File: src/rtl/bin_to_bcd_pkg.sv
// Shared types and constants for the sequential binary-to-BCD converter.
// Digit adjust threshold/increment follow the shift-and-add-3 scheme.
package bin_to_bcd_pkg;

  typedef enum logic {
    IDLE,
    CONVERT
  } state_t;

  localparam int BCD_W         = 4;
  localparam int ADJ_THRESHOLD = 5;
  localparam int ADJ_ADD       = 3;

  localparam logic [BCD_W-1:0] BCD_NINE = 4'h9;

endpackage

File: src/rtl/bin_to_bcd_seq_adjust.sv
// bcd_digit_adjust: combinational "add 3 if >= 5" cell for one BCD digit.
// The add wraps in 4 bits; the carry is never needed for legal digits.
module bcd_digit_adjust
  import bin_to_bcd_pkg::*;
(
  input  logic [BCD_W-1:0] din,
  output logic [BCD_W-1:0] dout
);

  assign dout = (din >= BCD_W'(ADJ_THRESHOLD))
              ? din + BCD_W'(ADJ_ADD)
              : din;

endmodule

File: src/rtl/bin_to_bcd_seq.sv
// Sequential double-dabble binary-to-BCD converter, one bit per clock.
// Optional build macro BIN_TO_BCD_SATURATE_EN: overflowed results read all nines.
module bin_to_bcd_seq
  import bin_to_bcd_pkg::*;
#(
  parameter int n_dig = 4,
  parameter int bin_w = 16
) (
  input  logic                   clk,
  input  logic                   reset_n,
  input  logic                   start,
  input  logic [bin_w-1:0]       bin,
  output logic                   busy,
  output logic                   done,
  output logic [n_dig*BCD_W-1:0] number,
  output logic                   overflow
);

  localparam int ACC_W = n_dig * BCD_W;
  localparam int CNT_W = (bin_w > 1) ? $clog2(bin_w) : 1;

  state_t             state;
  state_t             state_nxt;
  logic [bin_w-1:0]   shreg;
  logic [ACC_W-1:0]   acc;
  logic [ACC_W-1:0]   acc_adj;
  logic [ACC_W-1:0]   acc_nxt;
  logic               sticky;
  logic               sticky_nxt;
  logic [CNT_W-1:0]   cnt;
  logic               load;
  logic               last;

  for (genvar g = 0; g < n_dig; g++) begin : g_adj
    bcd_digit_adjust u_adj (
      .din  (acc[g*BCD_W +: BCD_W]),
      .dout (acc_adj[g*BCD_W +: BCD_W])
    );
  end

  // Bit leaving the top digit means the value exceeds n_dig digits.
  assign acc_nxt    = {acc_adj[ACC_W-2:0], shreg[bin_w-1]};
  assign sticky_nxt = sticky | acc_adj[ACC_W-1];

  always_ff @(posedge clk or negedge reset_n) begin
    if (!reset_n) state <= IDLE;
    else          state <= state_nxt;
  end

  always_comb begin
    state_nxt = state;
    unique case (state)
      IDLE:    if (start) state_nxt = CONVERT;
      CONVERT: if (cnt == '0) state_nxt = IDLE;
      default: state_nxt = IDLE;
    endcase
  end

  always_comb begin
    busy = 1'b0;
    load = 1'b0;
    last = 1'b0;
    unique case (state)
      IDLE:    load = start;
      CONVERT: begin
        busy = 1'b1;
        last = (cnt == '0);
      end
      default: ;
    endcase
  end

  always_ff @(posedge clk or negedge reset_n) begin
    if (!reset_n) begin
      shreg  <= '0;
      acc    <= '0;
      sticky <= 1'b0;
      cnt    <= '0;
    end else if (load) begin
      shreg  <= bin;
      acc    <= '0;
      sticky <= 1'b0;
      cnt    <= CNT_W'(bin_w - 1);
    end else if (busy) begin
      shreg  <= shreg << 1;
      acc    <= acc_nxt;
      sticky <= sticky_nxt;
      cnt    <= cnt - 1'b1;
    end
  end

  always_ff @(posedge clk or negedge reset_n) begin
    if (!reset_n) begin
      done     <= 1'b0;
      number   <= '0;
      overflow <= 1'b0;
    end else begin
      done <= last;
      if (last) begin
        overflow <= sticky_nxt;
`ifdef BIN_TO_BCD_SATURATE_EN
        number <= sticky_nxt ? {n_dig{BCD_NINE}} : acc_nxt;
`else
        number <= acc_nxt;
`endif
      end
    end
  end

endmodule

File: config.mk
export PLATFORM = sky130hd
export DESIGN_NAME = bin_to_bcd_seq
export DESIGN_NICKNAME = d
export VERILOG_FILES = /design/src/rtl/bin_to_bcd_pkg.sv /design/src/rtl/bin_to_bcd_seq_adjust.sv /design/src/rtl/bin_to_bcd_seq.sv
export SDC_FILE = /design/constraint.sdc
export NUM_CORES = 1
export LEC_CHECK = 0
export BUFFER_PORTS_ARGS = -buffer_cell sky130_fd_sc_hd__buf_2
export CAP_MARGIN = 20
export CELL_PAD_IN_SITES_DETAIL_PLACEMENT = 0
export CELL_PAD_IN_SITES_GLOBAL_PLACEMENT = 1
export CORE_ASPECT_RATIO = 1.25
export CORE_UTILIZATION = 35
export DETAILED_ROUTE_END_ITERATION = 10
export HOLD_SLACK_MARGIN = 0.03
export PLACE_DENSITY_LB_ADDON = 0.1
export SYNTH_ARGS = -nofsm -noshare
export SYNTH_HDL_FRONTEND = slang
export SYNTH_SLANG_ARGS = --single-unit
File: constraint.sdc
create_clock -name clk -period 3.39 [get_ports clk]
set_input_delay 0.1695 -clock clk [delete_from_list [all_inputs] [get_ports clk]]
set_output_delay 0.1695 -clock clk [all_outputs]
set_load 0.005 [all_outputs]
; After elaboration in Yosys (flattened, before gate mapping)
; Cells that the tools add are included.
[word_totals]
regBits = 56
inputBits = 19
out_inout_bits = 19
[op_classes]
addsub = 5
magnitude_cmp = 4
mux = 18
bitwise_logic = 2
n_reduce_logical = 2
[ops]
columns = op, count
row1 = 16-bit two-way mux, 4
row2 = 4-bit two-way mux, 6
row3 = 4-bit by 2-bit adder with 4-bit output (second input constant), 4
row4 = 4-bit by 3-bit >= comparator with 1-bit output (second input constant), 4
row5 = 1-bit two-way mux, 7
row6 = 4-bit logical NOT, 1
row7 = 4-bit by 1-bit subtractor with 4-bit output (second input constant), 1
row8 = 1-bit one-hot mux with 2 select lines, 1
row9 = 2-bit nonzero test, 1
row10 = 1-bit NOT, 1
row11 = 1-bit OR, 1

; Logic depth before layout (Yosys ltp)
; Gate-level depths: netlist of run 1.
[logic_depth]
ltp_word = 5
ltp_mapped = 7
depth_no_buf = 6

; Modules after synthesis
; A second synthesis of run 1 with hierarchy kept.
[hier_totals]
cells_unflattened = 234
hier_area_um2 = 2715.1
[modules_own_cells]
columns = module, instances, cells_each, area_each_um2
row1 = bin_to_bcd_seq, 1, 170, 2309.7
row2 = bcd_digit_adjust, 4, 16, 101.3

; Worst setup path before layout of run 1
; OpenSTA, ideal clock, no wires.
[synth_timing]
path_kind = reg-to-reg
startpoint = reg cnt[0]
endpoint = reg number[14]
setup_ns = 0.125
t_arrival_ns = 1.431
required_ns = 3.265
slack_ns = 1.834
path_stages_with_launch = 7
period_less_slack_ns = 1.556
path_cell_list = dfrtp_1 > inv_1 > ha_1 > nand2_2 > nor3_4 > buf_6 > mux2_4
[synth_between]
elab_chain_cells = 2
[synth_rtl]
columns = element, line
row1 = "start, declared", bin_to_bcd_seq.sv:30  ; logic [CNT_W-1:0] cnt;
row2 = "start signal, assigned", bin_to_bcd_seq.sv:83  ; cnt <= CNT_W'(bin_w - 1);
row3 = "start signal, assigned", bin_to_bcd_seq.sv:88  ; cnt <= cnt - 1'b1;
row4 = 4-bit logical NOT, bin_to_bcd_seq.sv:67  ; last = (cnt == '0);
row5 = 1-bit two-way mux, bin_to_bcd_seq.sv:63  ; unique case (state)
row6 = "end signal, assigned", bin_to_bcd_seq.sv:104  ; number <= acc_nxt;
row7 = "end, declared", bin_to_bcd_seq.sv:15  ; output logic [n_dig*BCD_W-1:0] number,
; Every way passes these cells.
; A chain may end at the register's enable or synchronous reset.

; Worst setup path after layout of run 1
[layout_timing]
startpoint = reg cnt[0]
endpoint = reg number[15]
; Same word-level chain as after synthesis.

==> impl_metrics.env, run 1 <==
export IMPL_status="completed"
export IMPL_startpoint_type="flip-flop"
export IMPL_end_kind="flip-flop"
export IMPL_syn_inst=250
export IMPL_slew_violations=0
export IMPL_slew_headroom=0.442
export IMPL_initial_core_util=0.363
export IMPL_combPwrFrac=0.399
export IMPL_p_seq_frac=0.403
export IMPL_yosysTopAreaCell="dfrtp_1"
export IMPL_power_internal_mw=1.92
export IMPL_critPathKind="reg2reg"
export IMPL_cts_hold_buf=1
export IMPL_preCtsSetupSlack_ns=1.48
export IMPL_switchingPower_mw=1.03
export IMPL_drt_first_pass_iters=4
export IMPL_die_h_um=99.9
export IMPL_routed_wl_mm=5.33
export IMPL_first_global_vias=1857
export IMPL_cts_buffers=5
export IMPL_synth_seq_cells=56
export IMPL_synth_net_count=279
export IMPL_clockRootBuffer="clkbuf_8"
export IMPL_p_per_area_mw_per_mm2=949
export IMPL_track_usage=0.149
export IMPL_core_area_mm2=0.00740
export IMPL_reg2reg_to="number[15]$_DFFE_PN0P_"
export IMPL_yosysTopAreaCellShare=0.522
export IMPL_die_w_um=80.3
export IMPL_finalSetupTns_ns=0
export IMPL_routedWlPerCell_um=14.1
export IMPL_irDropWorstVdd_mv=0.316
export IMPL_cp_data_arrival_time_ns=2.14
export IMPL_ant_nets=0
export IMPL_r2r_slack_ns=1.48
export IMPL_io_pins=38
export IMPL_period_share=0.564
export IMPL_cts_sinks=56
export IMPL_maxCapViolCount=0
export IMPL_cts_max_level=2
export IMPL_grt_setup_unrepaired="false"
export IMPL_hold_violations=0
export IMPL_seq_area_frac_synth=0.522
export IMPL_p_sw_frac=0.350
export IMPL_syn_avg_cell_area_um2=10.7
export IMPL_clockPowerShare=0.199
export IMPL_min_period_ns=1.91
export IMPL_syn_cell_area_mm2=0.00269
export IMPL_cts_setup_buffers=0
export IMPL_synthDistinctLibCells=27
export IMPL_hp_class="in2reg"
export IMPL_hold_start="bin[0]"
export IMPL_synthToLayoutAreaGrowth_pct=15.9
export IMPL_clk_latency_ns=0.31
export IMPL_via_count=1864
export IMPL_place_area_mm2=0.00294
export IMPL_grt_overflow_total=0
export IMPL_grt_antenna_before_repair=0
export IMPL_critical_path_required_ns=3.62
export IMPL_drive_above_1_share=0.213
export IMPL_cts_tree="built"
export IMPL_clk_pin_slew_ns=0.10
export IMPL_use_met3=0.0327
export IMPL_cellLeakagePower_nw=1.52
export IMPL_final_design_area_no_fill_mm2=0.00311
export IMPL_grt_max_degree=71
export IMPL_gp_congestion=0.668
export IMPL_cts_resized_gates=0
export IMPL_clock_fmax_mhz=523
export IMPL_num_rows=35
export IMPL_insertedDiodeCount=0
export IMPL_use_met2=0.241
export IMPL_globalRoute_busiestLayer="met2"
export IMPL_synth_area_top_cells="dfrtp_1 (52%), mux2i_1 (8.6%), ha_1 (4.7%)"
export IMPL_hold_path_end="shreg[0]$_DFFE_PN0P_"
export IMPL_setup_viol=0
export IMPL_die_area_mm2=0.00803
export IMPL_clockBufferDepth=2
export IMPL_worstMarginPinSlew_ns=0.837
export IMPL_fin_util=0.421
export IMPL_yosysWarnings=0
export IMPL_drc=0
export IMPL_met1_usage=0.196
export IMPL_r2r_start="cnt[0]$_DFFE_PN0P_"
export IMPL_clock_skew_ns=0.0118
export IMPL_hold_depth=3
export IMPL_layout_commonest_cell="dfrtp_1"
export IMPL_drt_iter0_drc=51
export IMPL_layout_common_cells="dfrtp_1 (55), buf_2 (37), nand2_1 (27)"
export IMPL_hpwl_mm=3.54
export IMPL_path_max_fanout=18
export IMPL_grt_first_pass_wirelength_mm=9.18
export IMPL_rr_worst_depth=7
export IMPL_setup_slack_ns=1.48
export IMPL_final_nets=315
export IMPL_p_total_mw=2.95
export IMPL_vias_per_cell=4.92
export IMPL_port_buffers=37
-- per-stage QoR --
stage               instances  hold WS (ns)
global placement          370         0.337
CTS                       379        0.0930
finish                    379         0.111
detailed placement        370         0.333
global route              379         0.115
floorplan                 250        -0.126
-- logic make-up after synthesis --
logic type,share of synthesized area
AO/OA/AOI/OAI,0.130
XOR/XNOR,0.0196
adder cells (fa/ha/maj),0.0466
buffers and inverters,0.0424
flip-flops,0.522
multiplexers,0.125
AND/OR/NAND/NOR,0.115
-- critical path: stages (launching register included) --
cell and delay [ns]:
dfrtp_1 0.42, inv_1 0.10, ha_1 0.16, nand2_2 0.06
nor3_4 0.62, buf_4 0.29, nor2_1 0.05, a31oi_1 0.13
-- cells in the mapped netlist, drive strengths merged --
master and count:
a22oi 1, dfrtp 56, o21ai 19, nand2 28, o31ai 1, a32o 4, inv 11, nor3 9
buf 10, a31oi 4, mux2 9, xnor2 6, nor2 16, a211oi 1, ha 10, clkbuf 3
a21oi 15, a21o 12, nand2b 4, nor3b 8, mux2i 23
-- flip-flops by register name (all words and copies together), names as in the netlist --
signal,cells
acc,16
cnt,4
done,1
number,16
overflow,1
shreg,16
state,1
sticky,1
-- worst max-delay path by stage --
stage,from,endpoint,cells after the start
floorplan,cnt[0]$_DFFE_PN0P_,number[14]$_DFFE_PN0P_,6
global placement,cnt[0]$_DFFE_PN0P_,number[15]$_DFFE_PN0P_,7
detailed placement,cnt[0]$_DFFE_PN0P_,number[15]$_DFFE_PN0P_,7
CTS,cnt[0]$_DFFE_PN0P_,number[15]$_DFFE_PN0P_,7
global route,cnt[1]$_DFFE_PN0P_,number[15]$_DFFE_PN0P_,7
finish,cnt[0]$_DFFE_PN0P_,number[15]$_DFFE_PN0P_,7
-- power by group through the flow --
| stage | logic (mW) | clock network (mW) | registers, mW |
|---|---|---|---|
| after global routing | 1.37 | 0.630 | 1.24 |
| after detailed placement | 1.20 | 0 | 1.21 |
| after global placement | 1.19 | 0 | 1.20 |
| after CTS | 1.20 | 0.611 | 1.20 |
| after floorplan | 0.908 | 0 | 1.16 |
| final | 1.18 | 0.588 | 1.19 |
-- layout make-up --
cell class	count	area [µm²]
Clock inverter	3	90.1
Inverter	11	41.3
Sequential cell	56	1400
Fill cell	743	4290
Timing Repair Buffer	42	225
Clock buffer	5	68.8
Multi-Input combinational cell	170	1170
Tap cell	92	115
-- layer usage --
metal / up-vias / part of all wire
met5: - / 0
met4: 0 / 0.013
met3: 6 / 0.034
met2: 29 / 0.48
met1: 890 / 0.47
li1: 939 / -
No activity file was read; power rests on OpenSTA's default activity.
==> run 2, diff against run 1 <==
==> constraint.sdc (replaced) <==
create_clock -name clk -period 1.7 [get_ports clk]
set_input_delay 0.085 -clock clk [delete_from_list [all_inputs] [get_ports clk]]
set_output_delay 0.085 -clock clk [all_outputs]
set_load 0.005 [all_outputs]
==> impl_metrics.env, run 2 (synthesized netlist as in run 1, its figures left out) <==
export IMPL_hold_violations=0
export IMPL_clk_latency_ns=0.31
export IMPL_path_max_fanout=4
export IMPL_die_area_mm2=0.00803
export IMPL_clock_skew_ns=0.00675
export IMPL_setup_viol=0
export IMPL_critical_path_required_ns=1.95
export IMPL_routedWlPerCell_um=13.6
export IMPL_finalSetupTns_ns=0
export IMPL_cp_data_arrival_time_ns=1.86
export IMPL_final_design_area_no_fill_mm2=0.00312
export IMPL_synthToLayoutAreaGrowth_pct=16.2
export IMPL_fillCellCount=751
export IMPL_grt_first_pass_wirelength_mm=8.76
export IMPL_vias_per_cell=4.84
export IMPL_ant_nets=0
export IMPL_dp_cells=374
export IMPL_drt_first_pass_iters=4
export IMPL_die_h_um=99.9
export IMPL_min_period_ns=1.61
export IMPL_drive_above_1_share=0.226
export IMPL_track_usage=0.143
export IMPL_final_nets=320
export IMPL_place_area_mm2=0.00300
export IMPL_critPathKind="reg2reg"
export IMPL_die_w_um=80.3
export IMPL_maxCapViolCount=0
export IMPL_drt_iter0_drc=60
export IMPL_routed_wl_mm=5.23
export IMPL_r2r_slack_ns=0.09
export IMPL_cts_sinks=56
export IMPL_path_cells="inv_1, ha_1, nand2b_1, a21oi_2, mux2i_1, mux2_2"
export IMPL_io_pins=38
export IMPL_clockRootBuffer="clkbuf_8"
export IMPL_cts_buffers=5
export IMPL_period_share=0.947
export IMPL_p_total_mw=5.53
export IMPL_crit_path_top_delay_cell="dfrtp_1"
export IMPL_instances_no_fill=384
export IMPL_p_per_area_mw_per_mm2=1770
export IMPL_cellLeakagePower_nw=1.52
export IMPL_end_kind="flip-flop"
export IMPL_grt_overflow_total=0
export IMPL_gp_congestion=0.691
export IMPL_clk_pin_slew_ns=0.10
export IMPL_status="completed"
export IMPL_whs_ns=0.0653
export IMPL_via_count=1857
export IMPL_hp_class="in2reg"
export IMPL_port_buffers=37
export IMPL_slew_violations=0
export IMPL_max_stage_delay_ns=0.43
export IMPL_initial_core_util=0.363
export IMPL_worstMarginPinSlew_ns=0.362
export IMPL_cts_max_level=2
export IMPL_hpwl_mm=3.47
export IMPL_reg_largest_list="acc: 16 flops, number: 16 flops, shreg: 16 flops"
export IMPL_cts_tree="built"
export IMPL_grt_max_degree=57
export IMPL_core_area_mm2=0.00740
export IMPL_clockBufferDepth=2
export IMPL_grt_antenna_before_repair=0
export IMPL_startpoint_type="flip-flop"
export IMPL_first_global_vias=1842
export IMPL_layout_commonest_cell="dfrtp_1"
export IMPL_clock_fmax_mhz=621
export IMPL_num_rows=35
export IMPL_insertedDiodeCount=0
export IMPL_slew_headroom=0.758
export IMPL_irDropWorstVdd_mv=0.541
export IMPL_drc=0
export IMPL_cts_setup_buffers=0
export IMPL_layout_common_cells="dfrtp_1 (55), buf_2 (37), nand2_1 (27)"
[run 2: cell types whose count changed in the layout (fill, tap and decap cells not counted), sizes merged]
cell / previous run / this run
buf: 41 / 45
clkbuf: 5 / 8
bufinv: 3 / 0
dlygate4sd3: 1 / 2
[run 2: worst max-delay path, delay by kind of cell (launching register included)]
kind                       cells  cell delay, ns
AOI/OAI and AO/OA              1            0.22
DFF                            1            0.43
adders and majority gates      1            0.22
and+or+nand+nor                1            0.12
buffers and inverters          1            0.10
muxes                          2            0.47
[run 2: area by class of cell]
cell class              instances  area [µm²]  area share
clock buffers                   8        90.1      0.0289
inverters                      11        41.3      0.0132
multi-input cells             170        1180       0.379
flip-flops and latches         56        1400       0.449
well taps                      92         115      0.0369
repair buffers                 47         290      0.0930
[run 2: power by group]
| part | internal (mW) | total, mW | switching (mW) |
|---|---|---|---|
| combinational | 1.22 | 2.42 | 1.20 |
| clock | 0.334 | 0.756 | 0.422 |
| sequential | 1.92 | 2.36 | 0.434 |
| total | 3.48 | 5.53 | 2.05 |
[run 2: worst paths after layout]
check	end	cells past startpoint	start
worst min register to register	shreg[14]$_DFFE_PN0P_	2	shreg[13]$_DFFE_PN0P_
max in group asynchronous	acc[7]$_DFFE_PN0P_	3	reset_n
worst min-delay path	shreg[12]$_DFFE_PN0P_	3	bin[12]
worst max-delay path	number[2]$_DFFE_PN0P_	6	acc[0]$_DFFE_PN0P_
min in group asynchronous	acc[15]$_DFFE_PN0P_	3	reset_n
worst max register to register	number[2]$_DFFE_PN0P_	6	acc[0]$_DFFE_PN0P_
[run 2: repair_timing]
item                                    4_1_cts  5_1_grt
hold buffers                                  2        0
gates resized for setup                       0        3
endpoints found under the setup margin        0        8
endpoints found under the hold margin        57        0
[run 2: metal layers]
metal,vias to the layer above,GRT usage,routed length (µm)
li1,946,-,-
met1,876,0.178,2480
met2,29,0.238,2490
met3,6,0.0382,186
met4,0,0.0495,72
met5,-,0,0
[run 2: stage by stage]
stage,setup WS [ns],utilization
after floorplan,0.144,-
final,0.0902,0.422
after detailed placement,0.0785,0.405
after global placement,0.0840,0.405
after CTS,0.0581,0.420
after global routing,-0.0237,0.422
==> run 3, diff against run 2 <==
--- a/config.mk
+++ b/config.mk
@@ -7,13 +7,10 @@
 export LEC_CHECK = 0
 export BUFFER_PORTS_ARGS = -buffer_cell sky130_fd_sc_hd__buf_2
 export CAP_MARGIN = 20
-export CELL_PAD_IN_SITES_DETAIL_PLACEMENT = 0
-export CELL_PAD_IN_SITES_GLOBAL_PLACEMENT = 1
 export CORE_ASPECT_RATIO = 1.25
 export CORE_UTILIZATION = 35
 export DETAILED_ROUTE_END_ITERATION = 10
 export HOLD_SLACK_MARGIN = 0.03
-export PLACE_DENSITY_LB_ADDON = 0.1
 export SYNTH_ARGS = -nofsm -noshare
 export SYNTH_HDL_FRONTEND = slang
 export SYNTH_SLANG_ARGS = --single-unit
==> impl_metrics.env, run 3 (synthesized netlist as in run 1, its figures left out) <==
export IMPL_status="completed"
export IMPL_maxCapViolCount=0
export IMPL_layout_common_cells="dfrtp_1 (55), buf_2 (37), nand2_1 (27)"
export IMPL_core_area_mm2=0.00740
export IMPL_drt_iter0_drc=113
export IMPL_critPathKind="reg2reg"
export IMPL_hold_path_end="shreg[0]$_DFFE_PN0P_"
export IMPL_hpwl_mm=3.53
export IMPL_cellLeakagePower_nw=1.52
export IMPL_slew_headroom=0.696
export IMPL_track_usage=0.141
export IMPL_first_global_vias=1908
export IMPL_cts_buffers=5
export IMPL_fin_util=0.422
export IMPL_hold_violations=0
export IMPL_clk_latency_ns=0.30
export IMPL_period_share=0.915
export IMPL_gp_congestion=0.801
export IMPL_cts_tree="built"
export IMPL_layout_commonest_cell="dfrtp_1"
export IMPL_io_pins=38
export IMPL_hold_start="bin[0]"
export IMPL_die_w_um=80.3
export IMPL_grt_antenna_before_repair=0
export IMPL_initial_core_util=0.363
export IMPL_routedWlPerCell_um=13.0
export IMPL_critical_path_required_ns=1.89
export IMPL_startpoint_type="flip-flop"
export IMPL_min_period_ns=1.56
export IMPL_insertedDiodeCount=0
export IMPL_cp_data_arrival_time_ns=1.75
export IMPL_path_max_fanout=26
export IMPL_clockBufferDepth=2
export IMPL_clock_skew_ns=0.00481
export IMPL_slew_violations=0
export IMPL_clk_pin_slew_ns=0.09
export IMPL_vias_per_cell=4.92
export IMPL_drc=0
export IMPL_r2r_slack_ns=0.14
export IMPL_die_h_um=99.9
export IMPL_grt_setup_unrepaired="true"
export IMPL_grt_max_degree=39
export IMPL_rr_worst_depth=6
export IMPL_irDropWorstVdd_mv=0.606
export IMPL_port_buffers=37
export IMPL_synthToLayoutAreaGrowth_pct=16.2
export IMPL_cts_max_level=2
export IMPL_r2r_start="cnt[0]$_DFFE_PN0P_"
export IMPL_p_total_mw=5.55
export IMPL_clock_fmax_mhz=643
export IMPL_clockRootBuffer="clkbuf_8"
export IMPL_via_count=1878
export IMPL_die_area_mm2=0.00803
export IMPL_hp_class="in2reg"
export IMPL_drt_first_pass_iters=4
export IMPL_dp_cells=374
export IMPL_cts_sinks=56
export IMPL_p_per_area_mw_per_mm2=1780
export IMPL_num_rows=35
export IMPL_reg2reg_to="number[1]$_DFFE_PN0P_"
export IMPL_ant_nets=0
export IMPL_drive_above_1_share=0.234
export IMPL_hold_depth=3
export IMPL_routed_wl_mm=4.95
export IMPL_reg_largest_list="acc: 16 flops, number: 16 flops, shreg: 16 flops"
export IMPL_final_nets=319
export IMPL_worstMarginPinSlew_ns=0.456
export IMPL_setup_viol=0
export IMPL_cts_setup_buffers=0
export IMPL_end_kind="flip-flop"
export IMPL_grt_overflow_total=0
export IMPL_grt_first_pass_wirelength_mm=8.89
export IMPL_instances_no_fill=382
## run 3: cell count changes in the layout (fill, tap and decap cells not counted)
cell | previous run | this run
a21oi_1 | 12 | 11
a21oi_2 | 3 | 4
clkbuf_1 | 2 | 0
clkbuf_8 | 6 | 7
dlygate4sd3_1 | 2 | 1
## run 3: worst max-delay path by stage
stage | start | to | slack [ns] | cells past startpoint
global route | acc[8]$_DFFE_PN0P_ | number[10]$_DFFE_PN0P_ | -0.03 | 6
floorplan | cnt[0]$_DFFE_PN0P_ | number[14]$_DFFE_PN0P_ | 0.14 | 6
global placement | acc[0]$_DFFE_PN0P_ | number[2]$_DFFE_PN0P_ | 0.13 | 6
detailed placement | acc[8]$_DFFE_PN0P_ | number[10]$_DFFE_PN0P_ | 0.09 | 6
CTS | acc[8]$_DFFE_PN0P_ | number[10]$_DFFE_PN0P_ | 0.07 | 6
finish | cnt[0]$_DFFE_PN0P_ | number[1]$_DFFE_PN0P_ | 0.14 | 6
## run 3: cell type report
| type | instances | area (µm²) |
|---|---|---|
| clock buffers | 7 | 96.3 |
| fillers | 735 | 4280 |
| inverters | 11 | 41.3 |
| multi-input cells | 170 | 1180 |
| flip-flops and latches | 56 | 1400 |
| well taps | 92 | 115 |
| repair buffers | 46 | 280 |
## run 3: per-layer routing
metal  wire length (µm)  track usage  up-vias
met3                169       0.0318        2
met2               2480        0.233       28
met4                 36       0.0426        0
li1                   -            -      944
met5                  0            0        -
met1               2260        0.183      904
## run 3: where the power goes
group / total, mW / internal [mW] / switching [mW]
clock: 0.771 / 0.364 / 0.407
combinational: 2.42 / 1.23 / 1.19
sequential: 2.36 / 1.92 / 0.440
total: 5.55 / 3.52 / 2.03
## run 3: what timing repair did
| action | CTS | global route |
|---|---|---|
| endpoints found under the hold margin | 18 | 0 |
| gates resized for setup | 0 | 4 |
| hold buffers | 1 | 0 |
| endpoints found under the setup margin | 0 | 11 |
## run 3: critical path: stages, from the launching register on
cell and delay, ns:
dfrtp_1 0.41, inv_1 0.09, ha_1 0.16, nand2_2 0.06, nor3_4 0.17, buf_12 0.20, mux2_2 0.35
## run 3: metrics by stage
step / instance area [µm²] / hold slack (ns) / worst slack (ns) / setup TNS [ns]
finish: 3120 / 0.0450 / 0.144 / 0
global route: 3120 / 0.0825 / -0.0276 / -0.0276
CTS: 3110 / 0.0361 / 0.0688 / 0
detailed placement: 3000 / 0.0699 / 0.0904 / 0
global placement: 3000 / 0.0701 / 0.126 / 0
floorplan: 2690 / -0.211 / 0.144 / 0
